## src/rtl/aes_key_loader_if.sv

```systemverilog
// Word-serial key ingest handshake: 32-bit key words with valid/ready.
interface aes_key_loader_if;
    logic [31:0] s_data;
    logic        s_valid;
    logic        s_ready;

    modport master (output s_data, output s_valid, input s_ready);
    modport slave  (input s_data, input s_valid, output s_ready);
endinterface

```

## src/rtl/aes_key_loader.sv

```systemverilog
// AES-128 cipher-key loader: assembles four 32-bit words and commits them to a
// double-buffered key output. Optional zeroize port under AES_KEY_ZEROIZE_EN.
module aes_key_loader #(
    parameter bit AUTO_COMMIT = 1'b1
) (
    input  logic                   clk,
    input  logic                   rst_n,
    aes_key_loader_if.slave        s,
    input  logic                   commit_req,
    input  logic                   clear,
`ifdef AES_KEY_ZEROIZE_EN
    input  logic                   zeroize,
`endif
    output logic [127:0]           key_out,
    output logic                   key_valid,
    output logic                   key_update,
    output logic [1:0]             word_cnt
);
    localparam logic [0:0] ST_LOAD = 1'b0;
    localparam logic [0:0] ST_FULL = 1'b1;

    logic [0:0]   state_q, state_d;
    logic [1:0]   cnt_q, cnt_d;
    logic [127:0] stage_q, stage_d;
    logic [127:0] key_q, key_d;
    logic         kvalid_q, kvalid_d;
    logic         kupd_q, kupd_d;
    logic         zero;
    logic         accept;

`ifdef AES_KEY_ZEROIZE_EN
    assign zero = zeroize;
`else
    assign zero = 1'b0;
`endif

    assign s.s_ready = (state_q == ST_LOAD);
    assign accept    = s.s_valid && (state_q == ST_LOAD);

    always_comb begin
        state_d  = state_q;
        cnt_d    = cnt_q;
        stage_d  = stage_q;
        key_d    = key_q;
        kvalid_d = kvalid_q;
        kupd_d   = 1'b0;
        if (zero) begin
            state_d  = ST_LOAD;
            cnt_d    = '0;
            stage_d  = '0;
            key_d    = '0;
            kvalid_d = 1'b0;
        end else if (clear) begin
            state_d = ST_LOAD;
            cnt_d   = '0;
        end else if (state_q == ST_FULL) begin
            if (commit_req) begin
                key_d    = stage_q;
                kvalid_d = 1'b1;
                kupd_d   = 1'b1;
                state_d  = ST_LOAD;
            end
        end else if (accept) begin
            stage_d[{cnt_q, 5'd0} +: 32] = s.s_data;
            cnt_d = cnt_q + 2'd1;
            if (cnt_q == 2'd3) begin
                // Auto mode bypasses staging for the last word so the key lands in one edge.
                if (AUTO_COMMIT) begin
                    key_d    = {s.s_data, stage_q[95:0]};
                    kvalid_d = 1'b1;
                    kupd_d   = 1'b1;
                end else begin
                    state_d = ST_FULL;
                end
            end
        end
    end

    always_ff @(posedge clk or negedge rst_n) begin
        if (!rst_n) begin
            state_q  <= ST_LOAD;
            cnt_q    <= '0;
            stage_q  <= '0;
            key_q    <= '0;
            kvalid_q <= 1'b0;
            kupd_q   <= 1'b0;
        end else begin
            state_q  <= state_d;
            cnt_q    <= cnt_d;
            stage_q  <= stage_d;
            key_q    <= key_d;
            kvalid_q <= kvalid_d;
            kupd_q   <= kupd_d;
        end
    end

    assign key_out    = key_q;
    assign key_valid  = kvalid_q;
    assign key_update = kupd_q;
    assign word_cnt   = cnt_q;
endmodule

```

## src/flat_wrapper.sv

```systemverilog
// flat-port wrapper written by rule: the top's interface ports become plain ports
module aes_key_loader_flat 
#(
    parameter bit AUTO_COMMIT = 1'b1
)
  (clk, rst_n, commit_req, clear, key_out, key_valid, key_update, word_cnt, s_s_data, s_s_valid, s_s_ready);
  aes_key_loader_if s_i ();
  input  logic clk;
  input  logic rst_n;
  input  logic commit_req;
  input  logic clear;
  output logic [127:0] key_out;
  output logic key_valid;
  output logic key_update;
  output logic [1:0] word_cnt;
  input wire logic [$bits(s_i.s_data)-1:0] s_s_data;
  input wire logic [$bits(s_i.s_valid)-1:0] s_s_valid;
  output wire logic [$bits(s_i.s_ready)-1:0] s_s_ready;
  assign s_i.s_data = s_s_data;
  assign s_i.s_valid = s_s_valid;
  assign s_s_ready = s_i.s_ready;
  aes_key_loader #(.AUTO_COMMIT(AUTO_COMMIT)) u_core (.clk(clk), .rst_n(rst_n), .s(s_i), .commit_req(commit_req), .clear(clear), .key_out(key_out), .key_valid(key_valid), .key_update(key_update), .word_cnt(word_cnt));
endmodule
```

## config.mk

```make
export PLATFORM = sky130hd
export DESIGN_NAME = aes_key_loader_flat
export DESIGN_NICKNAME = d
export VERILOG_FILES = /design/src/rtl/aes_key_loader_if.sv /design/src/rtl/aes_key_loader.sv /design/src/flat_wrapper.sv
export SDC_FILE = /design/constraint.sdc
export NUM_CORES = 1
export LEC_CHECK = 0
export ABC_AREA = 1
export CORE_ASPECT_RATIO = 2
export CORE_UTILIZATION = 40
export CTS_BUF_LIST = sky130_fd_sc_hd__clkbuf_4
export CTS_CLUSTER_SIZE = 14
export DETAILED_ROUTE_END_ITERATION = 8
export DONT_BUFFER_PORTS = 1
export SLEW_MARGIN = 20
export SYNTH_ARGS = -nofsm -noshare
export SYNTH_HDL_FRONTEND = slang
export SYNTH_SLANG_ARGS = --single-unit
```

## constraint.sdc

```tcl
create_clock -name clk -period 2.4 [get_ports clk]
set_clock_uncertainty 0.1 [all_clocks]
set_input_delay 0.24 -clock clk [delete_from_list [all_inputs] [get_ports clk]]
set_output_delay 0.24 -clock clk [all_outputs]
set_load 0.01 [all_outputs]
```

==> results.txt <==
CTS tree = built
Crit path launch type = flip-flop
Status = finished, violations left
Sequential Area = 0.00653 mm^2
Crit path cell chain = inv_1 > ha_1 > inv_1 > nand2_1 > buf_4 > nor2_1 > nand2_1 > nand2_1
Crit share post-route = 84.8%
PortBufs = 0
CP endpoint kind = flip-flop
Crit path launch = u_core.word_cnt[0]$_DFFE_PN0P_
Number of clock sinks = 261
Placed cells = 1727
Post-synthesis register bit count = 261
Residual DRC count = 0
Reg2reg setup slack = 0.36 ns
Die Height = 241 um
Clock buffer count from CTS = 57
Syn. warnings = 0
Post-Layout Inst Area = 0.0127 mm^2
FMAX = 0.491 GHz
Initial antenna violation count = 1
Multi-input logic area = 0.00418 mm^2
FF-to-FF Start = u_core.word_cnt[0]$_DFFE_PN0P_
P_leak = 7.04 nW
GR Util All Layers = 23.7%
First-pass DRT Iterations = 5
Worst EP required = 2.88 ns
DRT iter0 DRCs = 617
Layout cell share with drive strength beyond 1 = 8.83%
Vias after detailed routing = 9346
Mapped Cells = 1430
DP Worst Slack = 0.413 ns
GRT overflow = 0
Failing checks = negative hold slack
Share of the yosys chip area belonging to registers = 57.3%
NumNets Final = 1508
Fillers = 2880
Worst path slowest cell = dfrtp_1
Hold slack = -0.847 ns
I/O pin cnt = 170
Global-route wire length before repair = 52300 um
Root Buffer Master = clkbuf_4
PnR worst setup slack = 0.364 ns
Syn_area_per_cell = 7.97 um^2
H-tree depth = 2
WL final = 33600 um
CP max stage delay = 0.39 ns
Kind of critical path = reg -> reg
Setup violations, final = 0
Top cell type by total area after synthesis = dfrtp_1
Largest net degree at the start of global routing = 262
Longest Clk Path Bufs = 3
Worst EP arrival = 2.52 ns
Max-slew violations = 0
Unrepaired setup endpoints after global routing = no
CP Max Fanout = 21
Mapped cell area = 0.0114 mm^2
Pwr dens = 721 mW/mm^2
Clock insertion delay at the later pin of the skew report = 0.69 ns
Setup_tns = 0 ns
Design Power = 9.16 mW
Net Count, Synth = 1472
Vias in the first global route = 9620
Post-Route Utilization = 45.2%
Max transition margin = 65.3%
Post-Place Cell Area = 0.0116 mm^2
Hold/Removal Path Class = in -> async
Chip width = 121 um
Cts hold-fix bufs = 36
Fin. Hold Viols = 261
DR vias/cell = 5.01
Starting density of the core = 40.6%
Clock-pin transition on the worst setup and hold timing paths = 0.08 ns
Global placement routability congestion = 0.910
Yosys cell types = 18
Worst slew pin tran = 0.516 ns
Final std cells w/o fill = 1864
Hpwl dp = 23200 um
Area grow syn2layout = 11.5%
Synth area leaders = dfrtp_1, nand2_1, nand3_1
Wire per inst = 18.0 um
Critical Path Most Common Cell = nand2_1
Maximum vdd drop = 0.364 mV
Synth top area share = 57.3%
Max cap viols = 0
DRT antenna net count = 0
FP Rows = 87
Core region area = 0.0281 mm^2
Die Area = 0.0292 mm^2
Min Tclk post-route = 2.04 ns
==> sequential cells by signal, indices dropped and copies added (netlist names) <==
signal,cells
u_core.key_update,1
u_core.key_out,128
u_core.word_cnt,2
u_core.state_q,1
u_core.stage_q,128
u_core.key_valid,1
==> path summary, 6_finish.rpt <==
kind	endpoint	cells past startpoint
max	u_core.stage_q[107]$_DFFE_PN0P_	8
min	u_core.key_out[67]$_DFFE_PN0P_	0
max reg2reg	u_core.stage_q[107]$_DFFE_PN0P_	8
min reg2reg	u_core.stage_q[40]$_DFFE_PN0P_	2
max in group asynchronous	u_core.key_out[9]$_DFFE_PN0P_	0
min in group clk	u_core.stage_q[52]$_DFFE_PN0P_	5
==> kinds of logic after synthesis <==
family	share of synthesized area, %
buf+inv	6.18
compound gates	1.58
fa+ha+maj	0.549
flops	57.3
simple gates	34.4
==> where the power goes <==
part	leakage [nW]	total (mW)	switching (mW)	internal (mW)
clock	0.434	3.37	1.69	1.67
combinational	3.06	0.755	0.501	0.253
sequential	3.55	5.04	0.327	4.71
==> worst max-delay path, delay by kind of cell (launching register included) <==
family	cells	cell delay, ns
buf+inv	3	0.56
flops	1	0.39
simple gates	4	0.52
fa+ha+maj	1	0.36
==> Yosys cell counts <==
| master | count |
|---|---|
| nand2_2 | 1 |
| inv_1 | 45 |
| buf_4 | 15 |
| dfrtp_1 | 261 |
| buf_1 | 8 |
| ha_1 | 5 |
| o22ai_1 | 1 |
| nor2_1 | 132 |
| nand2_1 | 721 |
| nand3_1 | 134 |
| nor2_2 | 5 |
| buf_2 | 47 |
| inv_2 | 1 |
| nand3_2 | 1 |
| a21oi_2 | 1 |
| clkbuf_1 | 8 |
| o21ai_0 | 33 |
| buf_6 | 11 |
==> placed cells by master, fill, tap and decap left out <==
cell type,count
nand3_1,134
ha_1,5
o21ai_0,33
inv_2,3
nand2_4,2
clkinv_2,1
buf_4,24
a21oi_4,1
dfrtp_2,1
clkinv_1,8
nand3_2,1
clkbuf_4,89
nand2_1,720
inv_1,45
dlygate4sd3_1,36
nor2_2,5
diode_2,1
nor2_1,132
dfrtp_1,260
o22ai_1,1
buf_12,6
==> per-layer routing <==
metal	share of wire, %	up-vias	global-route usage, %
li1	-	4493	-
met1	36	4464	25.7
met2	53	298	42.1
met3	5.1	91	3.73
met4	5.8	0	15.3
met5	0	-	0
==> cell type report <==
cell class / count / share of cell area [%]
antenna: 1 / 0.0197
timing repair buffer: 66 / 5.20
inverter: 46 / 1.36
tap: 356 / 3.51
multi-input combinational: 1034 / 32.9
sequential: 261 / 51.4
clock inverter: 11 / 0.335
clock buffer: 89 / 5.26
==> timing repair <==
| action | in CTS | in global routing |
|---|---|---|
| gates resized for setup | 0 | 0 |
| endpoints found under the hold margin | 522 | 261 |
| setup buffers | 0 | 0 |
(Power assumes the default switching activity.)
